===== src/rtl/layer_loader.sv =====
// layer_loader
// Sequences the weight/activation write port of a convolution input layer from
// one valid/ready stream. After start it accepts every kernel weight, then every
// input activation, emitting one registered write strobe per accepted beat with
// the matching 4-D index, then pulses compute and done.
//
// Ports:
//   clk, rst                  clock, synchronous active-high reset
//   start                     begin a load (sampled in IDLE only)
//   in_data/in_valid/in_ready stream input
//   write_data                registered data for the layer write
//   want_write_weights/_act   one-cycle write strobes
//   in_index3..in_index0      registered write index
//   compute, done             one-cycle pulses; busy = not IDLE
//
// state   | meaning
// IDLE    | waiting for start
// LOAD_W  | accepting weights (kx, ky, out-ch, in-ch)
// LOAD_A  | accepting activations (x, y, entry)
// FLUSH   | last activation write visible
// COMPUTE | compute pulse
// DONE    | done pulse
module layer_loader #(
  parameter int NUM_INPUTS  = 1,
  parameter int NUM_OUTPUTS = 1,
  parameter int INPUT_DIM   = 5,
  parameter int KERNEL_DIM  = 3,
  parameter int DATA_SIZE   = 64
) (
  input  logic                 clk,
  input  logic                 rst,
  input  logic                 start,
  input  logic [DATA_SIZE-1:0] in_data,
  input  logic                 in_valid,
  output logic                 in_ready,
  output logic [DATA_SIZE-1:0] write_data,
  output logic                 want_write_weights,
  output logic                 want_write_act,
  output logic [15:0]          in_index3,
  output logic [15:0]          in_index2,
  output logic [15:0]          in_index1,
  output logic [15:0]          in_index0,
  output logic                 compute,
  output logic                 busy,
  output logic                 done
);

  typedef enum logic [2:0] {IDLE, LOAD_W, LOAD_A, FLUSH, COMPUTE, DONE} state_t;

  localparam logic [15:0] KMAX  = 16'(KERNEL_DIM - 1);
  localparam logic [15:0] IMAX  = 16'(INPUT_DIM - 1);
  localparam logic [15:0] NIMAX = 16'(NUM_INPUTS - 1);
  localparam logic [15:0] NOMAX = 16'(NUM_OUTPUTS - 1);

  state_t state_q, state_d;
  logic [15:0] c0_q, c0_d, c1_q, c1_d, c2_q, c2_d, c3_q, c3_d;
  logic [15:0] idx0_q, idx0_d, idx1_q, idx1_d, idx2_q, idx2_d, idx3_q, idx3_d;
  logic [DATA_SIZE-1:0] wdata_q, wdata_d;
  logic ww_q, ww_d, wa_q, wa_d;
  logic [15:0] lim0, lim1, lim2, lim3;
  logic accept, last;

  assign in_ready           = (state_q == LOAD_W) || (state_q == LOAD_A);
  assign busy               = (state_q != IDLE);
  assign compute            = (state_q == COMPUTE);
  assign done               = (state_q == DONE);
  assign write_data         = wdata_q;
  assign want_write_weights = ww_q;
  assign want_write_act     = wa_q;
  assign in_index0          = idx0_q;
  assign in_index1          = idx1_q;
  assign in_index2          = idx2_q;
  assign in_index3          = idx3_q;

  always_comb begin
    state_d = state_q;
    c0_d    = c0_q;
    c1_d    = c1_q;
    c2_d    = c2_q;
    c3_d    = c3_q;
    idx0_d  = idx0_q;
    idx1_d  = idx1_q;
    idx2_d  = idx2_q;
    idx3_d  = idx3_q;
    wdata_d = wdata_q;
    ww_d    = 1'b0;
    wa_d    = 1'b0;
    accept  = in_valid && in_ready;

    // Counter limits depend on which walk is active; c3 is unused for activations.
    if (state_q == LOAD_W) begin
      lim0 = KMAX;
      lim1 = KMAX;
      lim2 = NOMAX;
      lim3 = NIMAX;
    end else begin
      lim0 = IMAX;
      lim1 = IMAX;
      lim2 = NIMAX;
      lim3 = '0;
    end
    last = (c0_q == lim0) && (c1_q == lim1) && (c2_q == lim2) && (c3_q == lim3);

    case (state_q)
      IDLE: begin
        if (start) begin
          state_d = LOAD_W;
          c0_d = '0;
          c1_d = '0;
          c2_d = '0;
          c3_d = '0;
        end
      end
      LOAD_W, LOAD_A: begin
        if (accept) begin
          wdata_d = in_data;
          idx0_d  = c0_q;
          idx1_d  = c1_q;
          idx2_d  = c2_q;
          idx3_d  = (state_q == LOAD_W) ? c3_q : 16'd0;
          ww_d    = (state_q == LOAD_W);
          wa_d    = (state_q == LOAD_A);
          if (last) begin
            state_d = (state_q == LOAD_W) ? LOAD_A : FLUSH;
            c0_d = '0;
            c1_d = '0;
            c2_d = '0;
            c3_d = '0;
          end else if (c0_q != lim0) begin
            c0_d = c0_q + 16'd1;
          end else begin
            c0_d = '0;
            if (c1_q != lim1) begin
              c1_d = c1_q + 16'd1;
            end else begin
              c1_d = '0;
              if (c2_q != lim2) begin
                c2_d = c2_q + 16'd1;
              end else begin
                c2_d = '0;
                c3_d = c3_q + 16'd1;
              end
            end
          end
        end
      end
      FLUSH:   state_d = COMPUTE;
      COMPUTE: state_d = DONE;
      DONE:    state_d = IDLE;
      default: state_d = IDLE;
    endcase
  end

  always_ff @(posedge clk) begin
    if (rst) begin
      state_q <= IDLE;
      c0_q    <= '0;
      c1_q    <= '0;
      c2_q    <= '0;
      c3_q    <= '0;
      idx0_q  <= '0;
      idx1_q  <= '0;
      idx2_q  <= '0;
      idx3_q  <= '0;
      wdata_q <= '0;
      ww_q    <= 1'b0;
      wa_q    <= 1'b0;
    end else begin
      state_q <= state_d;
      c0_q    <= c0_d;
      c1_q    <= c1_d;
      c2_q    <= c2_d;
      c3_q    <= c3_d;
      idx0_q  <= idx0_d;
      idx1_q  <= idx1_d;
      idx2_q  <= idx2_d;
      idx3_q  <= idx3_d;
      wdata_q <= wdata_d;
      ww_q    <= ww_d;
      wa_q    <= wa_d;
    end
  end

endmodule


===== config.mk =====
export PLATFORM = sky130hd
export DESIGN_NAME = layer_loader
export DESIGN_NICKNAME = d
export VERILOG_FILES = /design/src/rtl/layer_loader.sv
export SDC_FILE = /design/constraint.sdc
export NUM_CORES = 1
export LEC_CHECK = 0
export CORE_ASPECT_RATIO = 0.7
export CORE_MARGIN = 3
export CORE_UTILIZATION = 44
export DETAILED_ROUTE_END_ITERATION = 10
export PLACE_DENSITY_LB_ADDON = 0.3
export SYNTH_ARGS = -nofsm -noshare
export SYNTH_HDL_FRONTEND = slang
export SYNTH_SLANG_ARGS = --single-unit

===== constraint.sdc =====
create_clock -name clk -period 2.5 [get_ports clk]
set_input_delay 0.25 -clock clk [delete_from_list [all_inputs] [get_ports clk]]
set_output_delay 0.25 -clock clk [all_outputs]
set_load 0.01 [all_outputs]

# [Word level (Yosys, flattened, before mapping)]
# Index checks and enable logic that the tools add are counted.
[totals] register_bits=197 elab_cells=81 in_bits=68
[op_classes] eq_ne=15 addsub=4 n_mux=29 reduce_logical=19 bitwise_logic=2
[ops] op="16-bit 2-to-1 mux" n=19
[ops] op="16-bit case mux with 2 select lines" n=4
[ops] op="16-bit by 1-bit adder with 16-bit output, second input constant" n=4
[ops] op="16-bit == test" n=2
[ops] op="16-bit zero test" n=2
[ops] op="16-bit inequality test" n=2
[ops] op="16-bit nonzero test" n=1
[ops] op="3-bit 2-to-1 mux" n=4
[ops] op="3-bit case mux with 4 select lines" n=1
[ops] op="3-bit inequality test, second input constant" n=3
[ops] op="3-bit by 2-bit == test with 1-bit output, second input constant" n=2
[ops] op="3-bit == test, second input constant" n=2
[ops] op="2-bit inequality test, second input constant" n=3
[ops] op="3-bit AND reduction" n=2
[ops] op="6-bit AND reduction" n=1
[ops] op="5-bit AND reduction" n=1
[ops] op="1-bit logical AND" n=4
[ops] op="4-bit AND reduction" n=1
[ops] op="3-bit by 1-bit == test with 1-bit output, second input constant" n=1
[ops] op="3-bit zero test" n=1
[ops] op="3-bit nonzero test" n=1
[ops] op="3-bit OR reduction" n=1
[ops] op="1-bit NOT" n=2
[ops] op="2-bit AND reduction" n=1
[ops] op="4 further kinds" n=4

# [Depth between registers and ports, before layout]
[logic_depth] ltp_word=9 mapped_depth=10

# [Least setup slack after synthesis]
# OpenSTA, ideal clock, no wires.
[synth_timing] path_type="reg-to-reg" start="reg state_q[1]" end="reg c3_q[10]" required_time_ps=2430 stages_incl_launch_ff=9 n_path_buf=2 arrival_ps=2281 setup_time_ps=70 synth_period_minus_slack_ps=2351 path_slack_ps=149 cell_sequence="dfxtp_1 -> buf_4 -> or3b_1 -> buf_6 -> mux2i_4 -> nor4_4 -> a21oi_2 -> or4_1 -> a21oi_1"
[synth_between] elab_chain_len=9 elab_cells_between_ends=24
[synth_rtl] element="from (decl)" line="55" text="state_t state_q, state_d;"
[synth_rtl] element="from (signal assigned)" line="169" text="state_q <= state_d;"
[synth_rtl] element="3-bit by 1-bit == test with 1-bit output" line="63, 91, 104"
[synth_rtl] element="3-bit 2-to-1 mux" line="91" text="if (state_q == LOAD_W) begin"
[synth_rtl] element="16-bit == test" line="102" text="last = (c0_q == lim0) && (c1_q == lim1) && (c2_q == lim2) && (c3_q == lim3);"
[synth_rtl] element="1-bit logical AND (3 in a row)" line="102"
[synth_rtl] element="16-bit 2-to-1 mux" line="123" text="if (last) begin"
[synth_rtl] element="16-bit 2-to-1 mux" line="115" text="if (accept) begin"
[synth_rtl] element="16-bit case mux with 2 select lines" line="104" text="case (state_q)"
[synth_rtl] element="to (signal assigned)" line="160" text="c3_q <= '0;"
[synth_rtl] element="to (signal assigned)" line="173" text="c3_q <= c3_d;"
[synth_rtl] element="to (decl)" line="56" text="logic [15:0] c0_q, c0_d, c1_q, c1_d, c2_q, c2_d, c3_q, c3_d;"
# Several ways; a longest one is shown, not always the timed one. The select of a mux whose other input is x is not followed.
# A chain may end at the register's enable or synchronous reset.

# [Worst setup path in the final report]
[layout_timing] start="reg state_q[0]" end="out in_ready"
[layout_between] elab_chain_len=2 elab_cells_between_ends=3
[layout_rtl] element="3-bit by 1-bit == test with 1-bit output / 3-bit by 2-bit == test with 1-bit output (equally long branches)" line="63" text="assign in_ready = (state_q == LOAD_W) || (state_q == LOAD_A);"
[layout_rtl] element="1-bit logical OR *" line="63"
[layout_rtl] element="to (decl)" line="35" text="output logic in_ready,"
# Mark *: on every way between the ends. The rest lies on a longest branch, timed or not.

==> results by group <==
Status
  • Status: completed

Placed design
  • Hpwl dp: ~15 mm
  • Pre-CTS WS: approximately 0.17 ns
  • Port buffer count: roughly 200
  • Routability cong.: between 0.8 and 0.9
  • Placed inst area: between 10000 and 15000 sq um

Final layout
  • # nets final: 1253
  • Post-route cell area: about 11000 sq um
  • Area Overhead vs Synth: 37.82%
  • Antenna diode count: 0
  • Share of layout cells above drive strength 1: 0.07718

Run
  • Max-Cap Viols: 0

Critical path
  • Launching point of the worst reg2reg path: state_q[2]
  • Worst setup path start: state_q[0]
  • Worst path arrival time: between 2 and 2.5 ns
  • Max incr delay on CP: between 0.5 and 0.6 ns
  • Crit Path Class: reg -> out
  • Worst path cell trace: buf_4 -> xnor2_1 -> or2_2 -> clkinvlp_4 -> clkdlybuf4s50_1
  • R2R Setup Slk: about 0.20 ns
  • Cells on worst reg2reg path: 9
  • R2r endpoint: c2_q[4]
  • CP startpoint kind: flop
  • Crit. End Element: output pin
  • Slowest CP cell: clkdlybuf4s50_1
  • Crit path max fanout: 11
  • CP required: ~2.3 ns

Routing
  • Pre-antenna DRT Iters: 5
  • Initial DRC Count: between 500 and 600
  • Via Count: 7594
  • Mean routed wirelength per cell: ~15 um
  • Final wirelength: 21.37 mm
  • Vias per cell: between 5 and 6
  • Drt drc: 0
  • Post-route ant nets: 0

Logic synthesis
  • Number of flops mapped to enable cells by yosys: 0
  • Post-synth top area share: 0.4888
  • Top FF cell, synth: dfxtp_1
  • Synth top cells by count: nand2_1, dfxtp_1, a21oi_1
  • Seq/Total Area, Yosys: 0.4888
  • Ys async rst share: 0
  • Library cells used by synthesis: 58
  • Syn avg cell area: roughly 8.2 sq um
  • Post-synthesis cell count: ~980
  • Ranking of synthesized cells by area: dfxtp_1, nand2_1, a21oi_1
  • Synth warnings: 0
  • Post-synthesis register bit count: slightly below 200
  • Post-Syn Area: around 8100 sq um
  • Syn nets: 1053
  • Yosys top cell by area: dfxtp_1
  • Count leader, synth: nand2_1

Clocking
  • CTS tree: built
  • Clock transition at the registers of the reported paths: 0.07 ns
  • Post-CTS Hold Buffers: 0
  • CTS buffer count: 17
  • CTS root buffer: clkbuf_16
  • CTS Buffer Depth: 2
  • Clock sinks: between 150 and 200
  • Clk_lat worst skew: ~0.43 ns
  • CTS HTree Levels: 4

Pwr
  • Sw Pwr: about 1700 uW
  • Clk pwr share: 0.431
  • Power per cell area: between 600 and 700 nW/um^2
  • Sw Ratio: 0.2394
  • Internal power: 5284 uW
  • Leak: between 0.003 and 0.004 uW
  • Share of power burned in registers: 0.466
  • VDD IR max: ~0.00038 V
  • Logic pwr share: 0.104
  • PnR Total Power: just under 7000 uW

Die
  • Die Ht: around 120 um
  • Row count: 40
  • Die Wd: 167.9 um
  • Initial Utilization: 0.4593
  • Core area: 17570 sq um
  • DIE AREA: 20030 sq um
  • Top Ports: between 200 and 250

Global route
  • M3 GR Usage: 0.06204
  • Global route hottest layer: met2
  • Largest net degree at the start of global routing: roughly 110
  • Total grt overflow: 0
  • Met2 Track Usage GR: 0.3084
  • Met1 usage: 0.2986
  • GRT Total Usage: 0.2089
  • Vias in the first global route: 7013
  • First-pass GRT wire length: around 35 mm
  • Antenna violations before repair: 0

Worst hold path
  • Hold Path Class: in -> reg
  • Hold path depth: 2
  • HP Start: rst
  • Worst Hold End: in_index2[0]

Timing
  • RSZ-0062 raised after global routing: no
  • Fin. Hold Viols: 0
  • Clock period minus worst slack: around 2.4 ns
  • Max frequency: just over 400 MHz
  • Setup_tns: 0 ns
  • Slew Limit Fails: 0
  • Worst setup margin: ~0.095 ns
  • Worst slew pin tran: 0.6912 ns
  • Relative slew slack: 0.5392
  • Setup violations, final: 0
  • Clock Skews: 0.01159 ns
  • Hold WS: about 0.23 ns
  • Crit share post-route: 0.9619
==> metrics by stage <==
| stage | utilization | cells |
|---|---|---|
| floorplan | - | 979 |
| global placement | 0.5953 | 1391 |
| detailed placement | 0.5953 | 1391 |
| CTS | 0.6325 | 1423 |
| global route | 0.6330 | 1423 |
| finish | 0.6330 | 1423 |
==> worst max-delay path, delay by kind of cell, from the launching register on <==
kind                      cells  cell delay [ns]
DFF                           1             0.31
and+or+nand+nor               1             0.33
xor gates and xnor gates      1             0.15
buffers and inverters         3             0.93
==> logic make-up after synthesis <==
kind of cell,count (synthesis),share of synthesized area
AOI/OAI and AO/OA,213,0.1549
xor gates and xnor gates,28,0.03039
adders and majority gates,6,0.009304
buffers and inverters,66,0.03597
DFF,197,0.4888
muxes,3,0.006822
and+or+nand+nor,466,0.2738
==> metal layers <==
layer	vias to the layer above	wire length (um)
met5	-	0
met4	0	260
met3	22	1583
met2	246	9333
met1	3544	10190
li1	3782	-
==> power groups by stage <==
stage,combinational (uW),sequential (uW),clock [uW]
finish,721,3230,2990
floorplan,325,3330,0
global route,785,3240,3160
global placement,707,3300,0
CTS,720,3230,3040
detailed placement,715,3310,0
==> state kept, by name (all words and copies together), names as in the netlist <==
name / cells
c0_q: 16
c1_q: 16
c2_q: 16
c3_q: 16
in_index0: 16
in_index1: 16
in_index2: 16
in_index3: 16
state_q: 3
want_write_act: 1
want_write_weights: 1
write_data: 64
==> cell type report <==
| class | instances | area (sq um) |
|---|---|---|
| Fill cell | 1537 | 6446 |
| Sequential cell | 197 | 3944 |
| Multi-Input combinational cell | 716 | 3865 |
| Timing Repair Buffer | 240 | 2344 |
| Clock buffer | 20 | 456.7 |
| Tap cell | 231 | 289.0 |
| Clock inverter | 12 | 192.7 |
| Inverter | 7 | 30.03 |
==> placed cells by master, fill, tap and decap left out, types with 9 or more instances in the layout <==
master           instances
xor2_1                  21
nand4_1                 22
o21ai_0                 22
nor3_1                  10
a22o_1                  17
dfxtp_1                197
a21oi_1                140
and3_1                  20
clkdlybuf4s50_1        200
buf_4                   36
nor2_1                  52
nor4_1                   9
nand3_1                 35
nand2_1                258
clkbuf_16               17
==> repair_timing <==
item,4_1_cts,5_1_grt
buffers inserted,0,0
gates resized for setup,1,2
endpoints found under the setup margin,1,6
==> how the worst max path moves through the flow <==
| stage | endpoint | slack [ns] | cells after the start |
|---|---|---|---|
| finish | in_ready | 0.1 | 5 |
| global route | c2_q[9] | 0.01 | 7 |
| detailed placement | c3_q[12] | 0.17 | 7 |
| floorplan | c3_q[10] | 0.15 | 8 |
| global placement | c3_q[14] | 0.22 | 7 |
| CTS | in_ready | 0.08 | 5 |
(Power assumes the default switching activity.)
